**src/rtl/gb_alu_pkg.sv**
```systemverilog
// Shared definitions for the gb_alu accumulator ALU: default widths, opcodes,
// and bit positions of the packed flag nibble.
package gb_alu_pkg;

  localparam int ALU_DATA_SIZE = 5;
  localparam int ALU_OP_SIZE   = 3;
  localparam int ALU_RES_SIZE  = 16;

  typedef enum logic [2:0] {
    OP_ADD = 3'd0,
    OP_ADC = 3'd1,
    OP_SUB = 3'd2,
    OP_SBC = 3'd3,
    OP_AND = 3'd4,
    OP_XOR = 3'd5,
    OP_OR  = 3'd6,
    OP_CP  = 3'd7
  } alu_op_e;

  localparam int FLAG_Z = 3;
  localparam int FLAG_N = 2;
  localparam int FLAG_H = 1;
  localparam int FLAG_C = 0;

  localparam int RES_FLAG_LSB = 12;

endpackage

```
**src/rtl/gb_alu_addsub.sv**
```systemverilog
// Shared adder/subtractor with carry/borrow-in; reports the low-nibble
// half-carry and the full-width carry (borrow when subtracting).
module gb_alu_addsub
  import gb_alu_pkg::*;
#(
  parameter int DATA_SIZE = ALU_DATA_SIZE
) (
  input  logic [DATA_SIZE-1:0] a,
  input  logic [DATA_SIZE-1:0] b,
  input  logic                 cin,
  input  logic                 sub,
  output logic [DATA_SIZE-1:0] r,
  output logic                 half,
  output logic                 carry
);

  logic [DATA_SIZE:0] full;
  logic [4:0]         nib;

  // One extra bit on each path: its top bit is the carry when adding and,
  // being the sign of a non-overflowing difference, the borrow when subtracting.
  always_comb begin
    if (sub) begin
      full = {1'b0, a} - {1'b0, b} - {{DATA_SIZE{1'b0}}, cin};
      nib  = {1'b0, a[3:0]} - {1'b0, b[3:0]} - {4'b0000, cin};
    end else begin
      full = {1'b0, a} + {1'b0, b} + {{DATA_SIZE{1'b0}}, cin};
      nib  = {1'b0, a[3:0]} + {1'b0, b[3:0]} + {4'b0000, cin};
    end
    r     = full[DATA_SIZE-1:0];
    half  = nib[4];
    carry = full[DATA_SIZE];
  end

endmodule

```
**src/rtl/gb_alu.sv**
```systemverilog
// Game Boy-style accumulator ALU: combinational packed result {Z,N,H,C,0..,r}
// plus a registered copy of the flags.
module gb_alu
  import gb_alu_pkg::*;
#(
  parameter int DATA_SIZE = ALU_DATA_SIZE,
  parameter int OP_SIZE   = ALU_OP_SIZE,
  parameter int RES_SIZE  = ALU_RES_SIZE
) (
  input  logic                 clk,
  input  logic                 rst_n,
  input  logic [OP_SIZE-1:0]   op,
  input  logic [DATA_SIZE-1:0] src_data,
  input  logic [DATA_SIZE-1:0] dest_data,
  input  logic                 ext,
  input  logic                 misc,
  output logic [RES_SIZE-1:0]  res,
  output logic [3:0]           flags_q
);

  alu_op_e              op_sel;
  logic                 as_sub;
  logic                 as_cin;
  logic [DATA_SIZE-1:0] as_r;
  logic                 as_half;
  logic                 as_carry;
  logic [DATA_SIZE-1:0] value;
  logic [DATA_SIZE-1:0] field;
  logic [3:0]           flags;
  logic [3:0]           flags_d;

  assign op_sel = alu_op_e'(op);
  assign as_sub = (op_sel == OP_SUB) || (op_sel == OP_SBC) || (op_sel == OP_CP);
  assign as_cin = ((op_sel == OP_ADC) || (op_sel == OP_SBC)) ? ext : 1'b0;

  gb_alu_addsub #(
    .DATA_SIZE (DATA_SIZE)
  ) u_addsub (
    .a     (dest_data),
    .b     (src_data),
    .cin   (as_cin),
    .sub   (as_sub),
    .r     (as_r),
    .half  (as_half),
    .carry (as_carry)
  );

  always_comb begin
    value = as_r;
    flags = 4'b0000;
    unique case (op_sel)
      OP_ADD, OP_ADC: begin
        flags[FLAG_H] = as_half;
        flags[FLAG_C] = as_carry;
      end
      OP_SUB, OP_SBC, OP_CP: begin
        flags[FLAG_N] = 1'b1;
        flags[FLAG_H] = as_half;
        flags[FLAG_C] = as_carry;
      end
      OP_AND: begin
        value         = dest_data & src_data;
        flags[FLAG_H] = 1'b1;
      end
      OP_XOR: value = dest_data ^ src_data;
      OP_OR:  value = dest_data | src_data;
      default: value = as_r;
    endcase
    flags[FLAG_Z] = (value == '0);

    // CP and flags-only mode keep the accumulator in the result field.
    field = (misc || op_sel == OP_CP) ? dest_data : value;

    res                        = '0;
    res[RES_SIZE-1 -: 4]       = flags;
    res[DATA_SIZE-1:0]         = field;

    flags_d = rst_n ? flags : 4'b0000;
  end

  always_ff @(posedge clk) begin
    flags_q <= flags_d;
  end

endmodule

```
**config.mk**
```make
export PLATFORM = sky130hd
export DESIGN_NAME = gb_alu
export DESIGN_NICKNAME = d
export VERILOG_FILES = /design/src/rtl/gb_alu_pkg.sv /design/src/rtl/gb_alu_addsub.sv /design/src/rtl/gb_alu.sv
export SDC_FILE = /design/constraint.sdc
export NUM_CORES = 1
export LEC_CHECK = 0
export CORE_MARGIN = 2
export CORE_UTILIZATION = 47
export DETAILED_ROUTE_END_ITERATION = 8
export PLACE_DENSITY = 0.81
export SKIP_CTS_REPAIR_TIMING = 1
export SYNTH_ARGS = -nofsm -noshare
export SYNTH_HDL_FRONTEND = slang
export SYNTH_SLANG_ARGS = --single-unit
export TNS_END_PERCENT = 20
```
**constraint.sdc**
```tcl
create_clock -name clk -period 4.2 [get_ports clk]
set_input_delay 0.84 -clock clk [delete_from_list [all_inputs] [get_ports clk]]
set_output_delay 0.84 -clock clk [all_outputs]
set_load 0.05 [all_outputs]
```
==> results of run 1 <==
## how the worst min path moves through the flow
stage / to / start / cells past startpoint / slack [ns]
floorplan: flags_q[0]$_SDFF_PN0_ / rst_n / 2 / 0.96
global placement: flags_q[0]$_SDFF_PN0_ / rst_n / 3 / 1.46
detailed placement: flags_q[0]$_SDFF_PN0_ / rst_n / 3 / 1.48
CTS: flags_q[0]$_SDFF_PN0_ / rst_n / 3 / 1.22
global route: flags_q[2]$_SDFF_PN0_ / op[2] / 4 / 1.25
finish: flags_q[2]$_SDFF_PN0_ / op[2] / 4 / 1.23
## layout make-up
class / count / area share [%]
flip-flops and latches: 4 / 4.79
inverters: 20 / 4.49
well taps: 28 / 2.10
repair buffers: 42 / 29.1
multi-input cells: 112 / 58.2
clock buffers: 3 / 1.35
## logic make-up after synthesis
| logic type | Yosys count | share of synthesized area (%) |
|---|---|---|
| mux | 7 | 6.26 |
| simple gates | 40 | 21.0 |
| flops | 4 | 6.90 |
| fa+ha+maj | 22 | 26.3 |
| xor+xnor | 5 | 3.78 |
| other cells | 1 | 0.323 |
| buf+inv | 32 | 14.1 |
| compound gates | 31 | 21.3 |
## Yosys cell counts (all sizes together), types with 3 or more instances
library cell	count
xnor2	4
o21ai	5
and3	4
nor2b	3
inv	20
fa	4
buf	12
nor2	7
nand2b	3
dfxtp	4
nand2	11
mux2i	5
a31oi	3
ha	18
a21oi	9
nor3	5
## metal layers
layer / GRT usage (%) / wire [µm]
met5: 0 / 0
met4: 9.40 / 40
met3: 1.11 / 198
met2: 43.1 / 1550
met1: 25.8 / 1300
## metrics by stage
stage / cells / setup WS (ns)
6_report: 209 / 0.160
5_1_grt: 209 / 0.0597
4_1_cts: 208 / -0.0557
3_5_place_dp: 205 / -0.0515
3_3_place_gp: 205 / 0.0145
2_1_floorplan: 148 / -0.235
## report_power, final
group | internal (mW) | switching, mW | leakage (nW)
clock | 0.0324 | 0.0218 | 0.0138
sequential | 0.0408 | 0.000708 | 0.0329
combinational | 0.127 | 0.165 | 0.804
total | 0.200 | 0.188 | 0.851
## worst max-delay path: stages
cell,delay (ns)
clkdlybuf4s50_1,0.53
inv_1,0.08
ha_1,0.36
ha_1,0.35
nor2_1,0.06
a311oi_1,0.29
xnor2_1,0.16
nor2_1,0.07
nor3_1,0.17
buf_4,0.15
buf_12,0.12
## placed cells by master (no fill, tap or decap), types with 3 or more instances in the layout
cell type,count
inv_2,5
nor3_1,4
xnor2_1,4
clkbuf_4,3
conb_1,7
inv_1,15
fa_1,4
buf_4,13
nand2_1,10
clkdlybuf4s50_1,16
and3_1,4
mux2i_1,5
ha_1,17
buf_12,7
nor2_1,7
dfxtp_1,4
dlymetal6s2s_1,5
a21oi_1,9
==> key figures, run 1 <==
Setup path
  – Worst EP required: 3.36 ns
  – Crit path capture type: output pin
  – Arrival time worst endpoint: 3.20 ns
  – CP max FO: 4
  – WS Path Type: in2out
  – CP startpoint kind: primary input
  – Setup crit end: res[12]
  – Critical path origin: src_data[4]

Layout
  – Final nets: ~220
  – Number of fill cells: approximately 160
  – Ratio of cells with drive above 1 in the final layout: 25.4%
  – Layout area overhead: 44.0%
  – Finished Cell Area: about 1700 µm²
  – Largest Register: flags_q
  – FF+latch area: roughly 80 µm²
  – Final core occ: between 70% and 80%
  – Diode count: 0
  – Largest register FFs: 4
  – Top Registers: flags_q (4)
  – Multi-input gate area: between 900 and 1000 µm²

Route
  – Routed vias: approximately 1200
  – Antenna viol nets, final: 0
  – TritonRoute pass-1 iters: 4
  – Initial DRC Count: slightly below 50
  – Via/cell ratio: about 5.5
  – DRC errors left: 0
  – Routed WL: ~3100 µm
  – WL per Instance: ~15 µm

Pwr
  – Worst vdd ir: ~0.19 mV
  – Leakage: approximately 0.85 nW
  – Power per Cell Area: 232 nW/µm²
  – Total power: slightly below 400 µW

Placement
  – HPWL Detailed: 2520 µm
  – Port bufs: 29
  – Placed Area: ~1600 µm²
  – Final Wtd Congestion: 0.845

STA
  – Final setup TNS: 0 ns
  – Max Fclk: ~250 MHz
  – RSZ-0062 raised after global routing: no
  – Hold WS: 1.23 ns
  – Max-slew headroom: a little under three fifths
  – Worst slew pin tran: 0.664 ns
  – Final Setup Violations: 0
  – Period utilization: ~96%
  – Slew Viols, Final: 0
  – Final period demand of the worst path: between 4 and 5 ns
  – Endpoints failing hold: 0

GRT
  – Total grt overflow: 0
  – Vias in the first global route: approximately 1100
  – Largest net degree at the start of global routing: 15
  – First-pass GRT wire length: roughly 4800 µm
  – Initial antenna violation count: 0
  – GRT Total Usage: a little under a quarter

Yosys
  – Top FF cell, synth: dfxtp_1
  – Syn Inst Count: between 100 and 150
  – Post-synth top area share: between 10% and 20%
  – Number of synthesized register bits: 4
  – Synth top area cells: ha_1 19%, dfxtp_1 6.9%, fa_1 6.9%, inv_1 6.1%, buf_4 5.8%
  – Post-synth EDFFs: 0
  – Avg Cell Area, Syn: roughly 8 µm²
  – Syn. warnings: 0
  – Count of cell types in the netlist: 47
  – Yosys top cell by area: ha_1
  – Cell area after synthesis: about 1200 µm²
  – Async S/R FF share, synth: 0%
  – Sequential share of the synthesized area: 6.90%

Clock tree
  – Clock tree sinks: 4
  – CTS tree: done
  – Reg clk slew, reported paths: 0.04 ns
  – Deepest clock path buffer count: 2
  – CTS Root Cell: clkbuf_4
  – H-tree depth: 1
  – Total CTS buffers: 3

Status
  – Run status: completed

Min path
  – Hold Crit Class: in2reg

Job
  – Max-Cap Viols: 0

Die
  – FP Rows: 17
  – Top-Level Pins: 37
  – Initial core utilization: 51.0%
  – Core area: between 2000 and 2500 µm²
  – Die span in y: 53.7 µm
  – Die Area: 2880 µm²
  – Die width: around 54 µm
No activity file was read; power rests on OpenSTA's default activity.
==> inputs of run 2 (changes only) <==
- GPL_ROUTABILITY_DRIVEN: default -> 0
==> run 2 against run 1 <==
Against the previous run:
- sequential share of layout area increased by 0.080 points
- wire length decreased by 1.6%
- non-clock buffer count decreased by 1
- die area unchanged
- highest routed layer unchanged
- largest cell class unchanged
- clock power decreased by 10%
- critical path depth increased by 1
- cell area decreased by 1.6%
- hold slack improved by 0.019 ns
- total power decreased by 2.6%
==> key figures, run 2 (synthesized netlist as in run 1, its figures left out) <==
STA
  – Max Fclk: 244 MHz
  – Period utilization: a little over nine tenths
  – Endpoints failing hold: 0
  – Final period demand of the worst path: 4.09 ns
  – Hold WS: ~1.2 ns
  – Max-slew headroom: between 50% and 60%
  – Final Setup Violations: 0
  – Worst slew pin tran: between 0.6 and 0.7 ns
  – Slew Viols, Final: 0

Status
  – Run status: completed

Die
  – Die Area: 2880 µm²
  – Top-Level Pins: 37
  – Initial core utilization: between 50% and 60%
  – FP Rows: 17
  – Die width: between 50 and 60 µm
  – Die span in y: ~54 µm
  – Core area: 2280 µm²

Layout
  – Top Registers: flags_q (4)
  – Final nets: around 220
  – Fin cells: about 210
  – Most frequent cells in the layout: 18 x ha_1, 16 x inv_1, 16 x clkdlybuf4s50_1, 12 x buf_4, 10 x nand2_1
  – Final core occ: just over 70%
  – Number of fill cells: roughly 170
  – Largest register FFs: 4
  – Ratio of cells with drive above 1 in the final layout: a little under a quarter
  – Largest Register: flags_q
  – Layout area overhead: 41.6%
  – Diode count: 0
  – Most common cell after layout, fill and taps aside: ha_1

Clock tree
  – H-tree depth: 1
  – CTS tree: done
  – Total CTS buffers: 3
  – Reg clk slew, reported paths: 0.04 ns
  – Deepest clock path buffer count: 2
  – CTS Root Cell: clkbuf_4
  – Clock tree sinks: 4

Setup path
  – Arrival time worst endpoint: around 3.3 ns
  – Delay of the slowest critical-path stage: between 0.5 and 0.6 ns
  – Crit path capture type: output pin
  – CP startpoint kind: primary input
  – Slowest cell on crit path: fa_1
  – Critical path, cell by cell: dlymetal6s2s_1 > inv_2 > nand3_2 > fa_1 > inv_1 > ha_1 > xnor2_1 > nand2_1 > a311oi_2 > a32oi_2 > nor3_2 > clkbuf_16
  – CP max FO: 3
  – Bufs and invs on worst path: 4
  – Worst EP required: between 3 and 4 ns
  – Top cell family by delay on the critical path: adder cells
  – WS Path Type: in2out

Placement
  – Port bufs: 29
  – HPWL Detailed: about 2500 µm
  – Placed insts: between 200 and 250

GRT
  – Total grt overflow: 0
  – GRT Total Usage: 22.4%
  – Initial antenna violation count: 0
  – Largest net degree at the start of global routing: 15
  – Vias in the first global route: between 1000 and 1500
  – First-pass GRT wire length: 4800 µm

Pwr
  – Power per Cell Area: 230 nW/µm²
  – Worst vdd ir: 0.169 mV
  – Combinational power share: 76.1%
  – Leakage: 0.847 nW
  – Part of the power in the clock network: roughly an eighth
  – Sw Pwr: around 180 µW
  – Int Pwr: just under 200 µW
  – Switching share of power: ~48%
  – Sequential Power Share: about 11%
  – Total power: about 380 µW

Route
  – WL met3: ~190 µm
  – DRC errors left: 0
  – Routed vias: roughly 1200
  – Initial DRC Count: 19
  – WL per Instance: 14.6 µm
  – Met1 Routed Length: about 1200 µm
  – Top Metal Used: met4
  – Antenna viol nets, final: 0
  – TritonRoute pass-1 iters: 4
  – Via/cell ratio: 5.54
  – Routed WL: between 3000 and 4000 µm
  – Met2 WL post-DR: between 1500 and 2000 µm

Job
  – Max-Cap Viols: 0

Min path
  – Hold Crit Class: in2reg
==> run 2: cell types whose count changed in the layout (fill, tap and decap cells not counted), sizes merged <==
cell  delta
buf      -1
==> run 2: area by class of cell <==
cell class	count	area, µm²	share of cell area [%]
clock buffer	3	22.5	1.37
multi-input combinational	112	952	58.0
inverter	20	75.1	4.57
tap	28	35.0	2.13
timing repair buffer	41	478	29.1
sequential	4	80.1	4.87
==> run 2: worst paths after layout <==
check | start | end | depth (start not counted)
min | op[2] | flags_q[2]$_SDFF_PN0_ | 4
max | op[2] | res[15] | 12
==> run 2: per-stage QoR <==
stage / setup slack, ns / setup TNS, ns / area [µm²]
after floorplan: -0.235 / -0.235 / 1190
after global placement: 0.0157 / 0 / 1590
after detailed placement: -0.0986 / -0.188 / 1590
after CTS: -0.0976 / -0.202 / 1610
after global routing: -0.00329 / -0.00329 / 1640
final: 0.110 / 0 / 1640
==> run 2: power groups by stage <==
stage | Sequential [mW] | Combinational [mW] | Clock, mW
2_1_floorplan | 0.0515 | 0.173 | 0
3_3_place_gp | 0.0420 | 0.273 | 0
3_5_place_dp | 0.0422 | 0.281 | 0
4_1_cts | 0.0416 | 0.282 | 0.0495
5_1_grt | 0.0418 | 0.307 | 0.0524
6_report | 0.0415 | 0.288 | 0.0486
==> run 2: routing by layer <==
metal | global-route usage [%] | vias up
met5 | 0 | -
met4 | 10.7 | 0
met3 | 2.22 | 8
met2 | 41.3 | 51
met1 | 25.5 | 546
li1 | - | 548
